[src/rtl/jxadc_probe_mux.sv]
// rtl/jxadc_probe_mux.sv - routes one bank of a wide probe bus to the JXADC PMOD
// Each bank is shown direct, pulse-stretched, toggle-on-edge or frozen.
module jxadc_probe_mux #(
    parameter int CHANNELS  = 32,
    parameter int OUT_WIDTH = 8,
    parameter int STRETCH   = 4,
    localparam int NUM_BANKS = CHANNELS / OUT_WIDTH,
    localparam int BW        = (NUM_BANKS > 1) ? $clog2(NUM_BANKS) : 1,
    localparam int CW        = $clog2(STRETCH + 1)
) (
    input  logic                 clk,
    input  logic                 rst_n,
    input  logic [CHANNELS-1:0]  ch,
    input  logic                 cfg_valid,
    input  logic [BW-1:0]        cfg_bank,
    input  logic [1:0]           cfg_mode,
    output logic                 cfg_ack,
    output logic                 cfg_err,
    output logic [OUT_WIDTH-1:0] JXADC
);

    typedef enum logic [1:0] {
        MODE_DIRECT  = 2'd0,
        MODE_STRETCH = 2'd1,
        MODE_TOGGLE  = 2'd2,
        MODE_FREEZE  = 2'd3
    } mode_t;

    logic [CHANNELS-1:0]           ch_q, ch_qq, rise;
    logic [BW-1:0]                 bank_r;
    mode_t                         mode_r;
    logic [OUT_WIDTH-1:0][CW-1:0]  cnt, cnt_next;
    logic [OUT_WIDTH-1:0]          tg, tg_next;
    logic [OUT_WIDTH-1:0]          sel, sel_rise, out_next;
    logic                          bank_ok, cfg_load;

    // Edges are detected on the whole bus, so switching banks never fakes an edge.
    assign rise     = ch_q & ~ch_qq;
    assign bank_ok  = 32'(cfg_bank) < NUM_BANKS;
    assign cfg_load = cfg_valid && bank_ok;

    always_comb begin
        sel      = '0;
        sel_rise = '0;
        for (int b = 0; b < NUM_BANKS; b++) begin
            if (bank_r == BW'(b)) begin
                sel      = ch_q[b*OUT_WIDTH +: OUT_WIDTH];
                sel_rise = rise[b*OUT_WIDTH +: OUT_WIDTH];
            end
        end
    end

    always_comb begin
        cnt_next = cnt;
        tg_next  = tg;
        out_next = JXADC;
        case (mode_r)
            MODE_DIRECT: out_next = sel;
            MODE_STRETCH: begin
                for (int i = 0; i < OUT_WIDTH; i++) begin
                    if (sel_rise[i])
                        cnt_next[i] = CW'(STRETCH);
                    else if (cnt[i] != '0)
                        cnt_next[i] = cnt[i] - CW'(1);
                    // Edge cycle plus STRETCH-1 counted cycles gives STRETCH high cycles.
                    out_next[i] = sel_rise[i] | (cnt[i] > CW'(1));
                end
            end
            MODE_TOGGLE: begin
                tg_next  = tg ^ sel_rise;
                out_next = tg_next;
            end
            default: out_next = JXADC;
        endcase
    end

    always_ff @(posedge clk or negedge rst_n) begin
        if (!rst_n) begin
            ch_q    <= '0;
            ch_qq   <= '0;
            bank_r  <= '0;
            mode_r  <= MODE_DIRECT;
            cnt     <= '0;
            tg      <= '0;
            JXADC   <= '0;
            cfg_ack <= 1'b0;
            cfg_err <= 1'b0;
        end else begin
            ch_q    <= ch;
            ch_qq   <= ch_q;
            JXADC   <= out_next;
            cfg_ack <= cfg_load;
            cfg_err <= cfg_valid && !bank_ok;
            // A config load discards any same-cycle edge for stretch/toggle state.
            if (cfg_load) begin
                bank_r <= cfg_bank;
                mode_r <= mode_t'(cfg_mode);
                cnt    <= '0;
                tg     <= '0;
            end else begin
                cnt <= cnt_next;
                tg  <= tg_next;
            end
        end
    end

endmodule

[config.mk]
export PLATFORM = sky130hd
export DESIGN_NAME = jxadc_probe_mux
export DESIGN_NICKNAME = d
export VERILOG_FILES = /design/src/rtl/jxadc_probe_mux.sv
export SDC_FILE = /design/constraint.sdc
export NUM_CORES = 1
export LEC_CHECK = 0
export ABC_AREA = 1
export BUFFER_PORTS_ARGS = -buffer_cell sky130_fd_sc_hd__buf_2
export CORE_MARGIN = 5
export CORE_UTILIZATION = 60
export DETAILED_ROUTE_END_ITERATION = 7
export PLACE_DENSITY = 0.91
export SLEW_MARGIN = 0
export SYNTH_ARGS = -nofsm -noshare
export SYNTH_HDL_FRONTEND = slang
export SYNTH_SLANG_ARGS = --single-unit
[constraint.sdc]
create_clock -name clk -period 2.45 [get_ports clk]
set_input_delay 0.1225 -clock clk [delete_from_list [all_inputs] [get_ports clk]]
set_output_delay 0.1225 -clock clk [all_outputs]
set_load 0.01 [all_outputs]
==> flow_summary.json, run 1 <==
{
  "avgSynthCellArea_um2": 9.38,
  "finalSetupTns_ns": 0,
  "die_w_um": 102,
  "critPathSlowestCell": "dfrtp_1",
  "grt_pass1_vias": 4155,
  "grt_max_degree": 43,
  "wl_per_cell_um": 15.9,
  "place_congestion": 0.870,
  "power_w": 0.00507,
  "setup_viol": 0,
  "grt_antenna_before_repair": 0,
  "dieArea_um2": 10400,
  "slew-limit-headroom_pct": 58.3,
  "skew_ns": 0.0127,
  "max_freq_mhz": 508,
  "end_kind": "flop",
  "ys_types": 28,
  "io_buffers": 47,
  "multiInputGateArea_um2": 2110,
  "diodes": 0,
  "final_max_slew_viol_count": 0,
  "core_um2": 8260,
  "final_nets": 696,
  "p_leak_nw": 2.94,
  "vias": 4145,
  "hold_viol": 0,
  "powerDensity_nw_per_um2": 845,
  "drive_gt1_share_pct": 20.0,
  "critPathTopFamily": "simple AND/OR/NAND/NOR gates",
  "cts_buffers": 9,
  "syn_inst": 544,
  "ys_ff_latch": 109,
  "post-route-period-util_pct": 80.4,
  "drc": 0,
  "fin_area_um2": 6000,
  "cts.clk_slew.worst_paths_ns": 0.11,
  "ir_worst_vdd_mv": 0.497,
  "synth.net_count": 610,
  "cts_tree": "yes",
  "fp-row-count": 33,
  "track_usage_pct": 24.3,
  "first_iter_violations": 484,
  "cts_max_level": 3,
  "cpPeakStageDelay_ns": 0.71,
  "boundaryPins": 49,
  "rsz0062_at_grt": "false",
  "tightest_slew_ns": 0.625,
  "cts_buffer_depth": 2,
  "grt_overflow": 0,
  "die_h_um": 102,
  "criticalPathCategory": "flop to flop",
  "start_util_pct": 61.8,
  "critical_path_peak_fanout": 11,
  "hpwl_um": 7660,
  "syn_to_final_growth_pct": 17.7,
  "yosysSeqAreaShare_pct": 53.5,
  "cts_root_buf": "clkbuf_8",
  "arrival_ns": 2.25,
  "worstSkewPairLatency_ns": 0.38,
  "critPathBufInv": 1,
  "cp-start-kind": "flop",
  "fin_crit_ns": 1.97,
  "status": "finished clean",
  "drtPass1Iterations": 6,
  "final_util_pct": 72.7,
  "clock_sinks": 109,
  "vias_per_cell": 5.61,
  "cp.required_ns": 2.73,
  "place_area_um2": 5430,
  "yosys_warnings": 0,
  "antenna_left": 0,
  "grt_first_pass_wirelength_um": 19800,
  "routed_wl_um": 11800,
  "seq_area_um2": 2730,
  "nFillCells": 522,
  "worstPathCellList": "buf_4 > nand3_1 > nor2_2 > nor2_4 > nand2_2 > nor2_2 > nand3_2 > nand2_2 > nand2_1 > nand2_1",
  "synth.cell_area_um2": 5100,
  "hp-class": "primary input to flop",
  "cts_resized": 0,
  "cap_violations": 0
}
## synthesized netlist by cell type, drive strengths merged
master,count,share of area (%)
clkbuf,7,0.52
or2,1,0.12
a21oi,24,2.4
nor3,8,0.78
nand2,126,9.8
buf,8,1.4
nor2,81,7.7
o21ai,26,2.7
nand3b,14,2.1
nand3,54,6.9
xor2,8,1.4
inv,42,3.2
dfrtp,109,53
nand4,8,0.98
conb,1,0.073
ha,27,6.6
## layout make-up
| cell class | instances | share of cell area [%] |
|---|---|---|
| Tap cell | 105 | 2.19 |
| Sequential cell | 109 | 45.4 |
| Timing Repair Buffer | 90 | 11.1 |
| Clock buffer | 9 | 2.06 |
| Multi-Input combinational cell | 378 | 35.2 |
| Inverter | 42 | 2.71 |
| Clock inverter | 6 | 1.31 |
## flip-flops by register name, indices dropped and copies added, names as in the netlist
register,cells
JXADC,8
mode_r,2
ch_q,32
tg,8
bank_r,2
ch_qq,32
cfg_ack,1
cnt,24
## what timing repair did
| action | in CTS | in global routing |
|---|---|---|
| setup buffers | 0 | 0 |
| endpoints found under the hold margin | 76 | 0 |
| hold buffers | 37 | 0 |
## worst register-to-register path: cells and delay by family, from the launching register on
family	cells	cell delay [ns]
simple gates	9	0.89
buf+inv	1	0.27
flops	1	0.71
## stage by stage
step                      std cells  worst slack [ns]  hold WS [ns]
final                           739             0.481        0.0507
after global routing            739             0.343        0.0650
after detailed placement        687             0.593         0.138
after CTS                       739             0.539        0.0148
after floorplan                 544             0.915        -0.173
after global placement          687             0.677         0.131
## path summary, 6_finish.rpt
kind / startpoint / slack [ns] / endpoint / depth (start not counted)
max: bank_r[1]$_DFFE_PN0P_ / 0.48 / cnt[3]$_DFFE_PN0P_ / 10
min: cfg_bank[0] / 0.05 / bank_r[0]$_DFFE_PN0P_ / 3
max reg2reg: bank_r[1]$_DFFE_PN0P_ / 0.48 / cnt[3]$_DFFE_PN0P_ / 10
min reg2reg: ch_q[17]$_DFF_PN0_ / 0.39 / ch_qq[17]$_DFF_PN0_ / 0
max in group asynchronous: rst_n / 1.38 / ch_q[5]$_DFF_PN0_ / 4
min in group asynchronous: rst_n / 0.26 / ch_q[11]$_DFF_PN0_ / 2
## placed cells by master (no fill, tap or decap), types with 10 or more instances in the layout
| cell | synthesis | final |
|---|---|---|
| o21ai_1 | 10 | 10 |
| nand3_1 | 38 | 38 |
| nand2_2 | 11 | 11 |
| dfrtp_1 | 109 | 109 |
| a21oi_1 | 24 | 24 |
| nand2_1 | 115 | 115 |
| nor2_2 | 23 | 23 |
| o21ai_0 | 14 | 14 |
| inv_1 | 39 | 39 |
| dlygate4sd3_1 | 0 | 37 |
| nor2_1 | 55 | 55 |
| ha_1 | 27 | 27 |
| nand3_2 | 16 | 16 |
| buf_2 | 3 | 46 |
| nand3b_1 | 14 | 14 |
## layer usage
| metal | GRT usage (%) | routed length [um] | share of wire [%] | vias up |
|---|---|---|---|---|
| met5 | 0 | 0 | 0 | - |
| met4 | 8.68 | 393 | 3.3 | 0 |
| met3 | 5.19 | 744 | 6.3 | 53 |
| met2 | 42.1 | 6060 | 51 | 227 |
| met1 | 30.1 | 4570 | 39 | 1951 |
| li1 | - | - | - | 1914 |
## report_power, final
part / switching (W) / leakage, nW / internal (W)
Combinational: 0.000965 / 1.51 / 0.000652
Clock: 0.000654 / 0.104 / 0.000491
Sequential: 0.000237 / 1.32 / 0.00208
## cells by family (layout without fill, tap and decap cells)
kind of cell	count (synthesis)	count (layout)	share of synthesized area (%)
simple gates	292	292	28.3
fa+ha+maj	27	27	6.62
other cells	1	1	0.0735
flops	109	109	53.5
compound gates	50	50	5.05
xor+xnor	8	8	1.37
buf+inv	57	147	5.10
Power figures use the tool's default switching activity.
==> inputs of run 2 (changes only) <==
Settings changed: CORE_UTILIZATION 60 to 59, PLACE_DENSITY 0.91 to 0.89.
Clock period 2.45 ns to 2 ns, I/O delays scaled along.
==> run 2 against run 1 <==
  * Final cell count grew 0.54%
  * Wire length is 1.2% lower
  * Clock skew is 0.0058 ns higher
  * Sequential cell count unchanged
  * Critical path depth is 4 lower
  * Combinational power up 23%
  * Maximum frequency up 7.8%
  * Non-clock buffer count did not move
  * Register-to-register slack got worse by 0.31 ns
  * First-iteration DRC count is 44% lower
  * Clock-buffer cell count did not move
  * Critical path type unchanged
  * Critical endpoint is now cnt[2]$_DFFE_PN0P_
  * Largest cell class unchanged
==> flow_summary.json, run 2 (synthesis results as in run 1) <==
{
  "end_kind": "flop",
  "fin_ws_ns": 0.173,
  "grt_pass1_vias": 4178,
  "p_leak_nw": 2.93,
  "final_max_slew_viol_count": 0,
  "swShare_pct": 37.2,
  "post_cts_buffers": 0,
  "hp-class": "primary input to flop",
  "final_cell_mix": "nand2_1 (115), dfrtp_1 (108), nor2_1 (55), buf_2 (46), inv_1 (39)",
  "wl_met2_um": 6270,
  "cap_violations": 0,
  "diodes": 0,
  "worstSkewPairLatency_ns": 0.39,
  "fp-row-count": 34,
  "track_usage_pct": 24.1,
  "setup_viol": 0,
  "syn_to_final_growth_pct": 17.6,
  "drt-met1-wl_um": 4640,
  "grt_overflow": 0,
  "holdWs_ns": 0.136,
  "hpwl_um": 7670,
  "arrival_ns": 2.09,
  "powerDensity_nw_per_um2": 1010,
  "layout_commonest_cell": "nand2_1",
  "drc": 0,
  "rsz0062_at_grt": "false",
  "clock_sinks": 109,
  "first_iter_violations": 269,
  "final_util_pct": 69.8,
  "nFillCells": 619,
  "top_regs": "ch_q x32, ch_qq x32, cnt x24",
  "dieArea_um2": 10600,
  "die_w_um": 103,
  "grt_antenna_before_repair": 0,
  "top_layer": "met4",
  "cts_tree": "yes",
  "slew-limit-headroom_pct": 59.4,
  "met3_length_um": 522,
  "finalSetupTns_ns": 0,
  "vias_per_cell": 5.39,
  "critPathSlowestCell": "or2_2",
  "critPathTopFamily": "simple AND/OR/NAND/NOR gates",
  "final_nets": 696,
  "combPwrFrac_pct": 32.7,
  "start_util_pct": 59.4,
  "cts_max_level": 3,
  "place_congestion": 0.847,
  "routed_wl_um": 11600,
  "core_um2": 8590,
  "cp.required_ns": 2.27,
  "cp-start-kind": "flop",
  "cpPeakStageDelay_ns": 0.51,
  "criticalPathCategory": "flop to flop",
  "post-route-period-util_pct": 91.4,
  "boundaryPins": 49,
  "p_int_w": 0.00382,
  "wl_per_cell_um": 15.7,
  "status": "finished clean",
  "die_h_um": 103,
  "cts_buffer_depth": 2,
  "antenna_left": 0,
  "seqPwrFrac_pct": 46.3,
  "vias": 4006,
  "hold_viol": 0,
  "ir_worst_vdd_mv": 0.528,
  "cts_root_buf": "clkbuf_8",
  "cts_buffers": 9,
  "drive_gt1_share_pct": 20.3,
  "clkPwrFrac_pct": 21.0,
  "fin_crit_ns": 1.83,
  "max_freq_mhz": 547,
  "critPathBufInv": 1,
  "dp_slack_ns": 0.126,
  "tightest_slew_ns": 0.609,
  "io_buffers": 47,
  "grt_max_degree": 44,
  "skew_ns": 0.0185,
  "worstPathCellList": "inv_1 > ha_1 > or2_2 > nand2_2 > nand2_1 > o21ai_1",
  "drtPass1Iterations": 5,
  "power.switching_w": 0.00226,
  "critical_path_peak_fanout": 22,
  "cts.clk_slew.worst_paths_ns": 0.11,
  "grt_first_pass_wirelength_um": 19800
}
run 2: cell types whose count changed in the layout (fill, tap and decap cells not counted), sizes merged:
cell / delta
inv: -1
bufinv: -1
clkinvlp: +1
clkinv: +2
run 2: through the flow:
stage          total power [W]  instance area [um^2]  cells
6_report               0.00608                  6000    743
5_1_grt                0.00653                  6000    743
4_1_cts                0.00606                  6000    743
3_5_place_dp           0.00474                  5450    690
3_3_place_gp           0.00459                  5450    690
2_1_floorplan          0.00421                  5100    544
run 2: layout make-up:
| class | count | area (um^2) | share of cell area (%) |
|---|---|---|---|
| Clock buffer | 9 | 124 | 2.06 |
| Clock inverter | 7 | 57.6 | 0.959 |
| Inverter | 42 | 163 | 2.71 |
| Multi-Input combinational cell | 378 | 2110 | 35.2 |
| Sequential cell | 109 | 2730 | 45.5 |
| Tap cell | 108 | 135 | 2.25 |
| Timing Repair Buffer | 90 | 678 | 11.3 |
run 2: power groups by stage:
| stage | clock, W | combinational, W | sequential [W] |
|---|---|---|---|
| finish | 0.00128 | 0.00199 | 0.00281 |
| global route | 0.00138 | 0.00229 | 0.00286 |
| CTS | 0.00128 | 0.00198 | 0.00281 |
| detailed placement | 0 | 0.00190 | 0.00285 |
| global placement | 0 | 0.00176 | 0.00283 |
| floorplan | 0 | 0.00140 | 0.00281 |
run 2: what timing repair did:
action | CTS | global route
resized for setup | 0 | 1
hold buffers | 37 | 0
hold endpoints to repair | 76 | 0
setup endpoints to repair | 0 | 24
run 2: worst paths after layout:
path                                        from                     to  slack (ns)  cells after the start
setup / recovery           mode_r[1]$_DFFE_PN0P_     cnt[2]$_DFFE_PN0P_        0.17                      6
hold / removal                         cfg_valid  mode_r[0]$_DFFE_PN0P_        0.14                      3
setup reg to reg           mode_r[1]$_DFFE_PN0P_     cnt[2]$_DFFE_PN0P_        0.17                      6
hold reg to reg               ch_q[18]$_DFF_PN0_    ch_qq[18]$_DFF_PN0_        0.38                      0
max in group asynchronous                  rst_n    cnt[23]$_DFFE_PN0P_        1.08                      3
min in group asynchronous                  rst_n    ch_qq[10]$_DFF_PN0_        0.24                      2
run 2: per-layer routing:
layer | vias to the layer above | GRT usage (%)
li1 | 1921 | -
met1 | 1947 | 28.8
met2 | 117 | 43.5
met3 | 21 | 4.60
met4 | 0 | 8.27
met5 | - | 0
run 2: worst register-to-register path, cell delays in order (launching register included):
cell     delay, ns
dfrtp_1       0.42
inv_1         0.09
ha_1          0.36
or2_2         0.51
nand2_2       0.18
nand2_1       0.08
o21ai_1       0.06
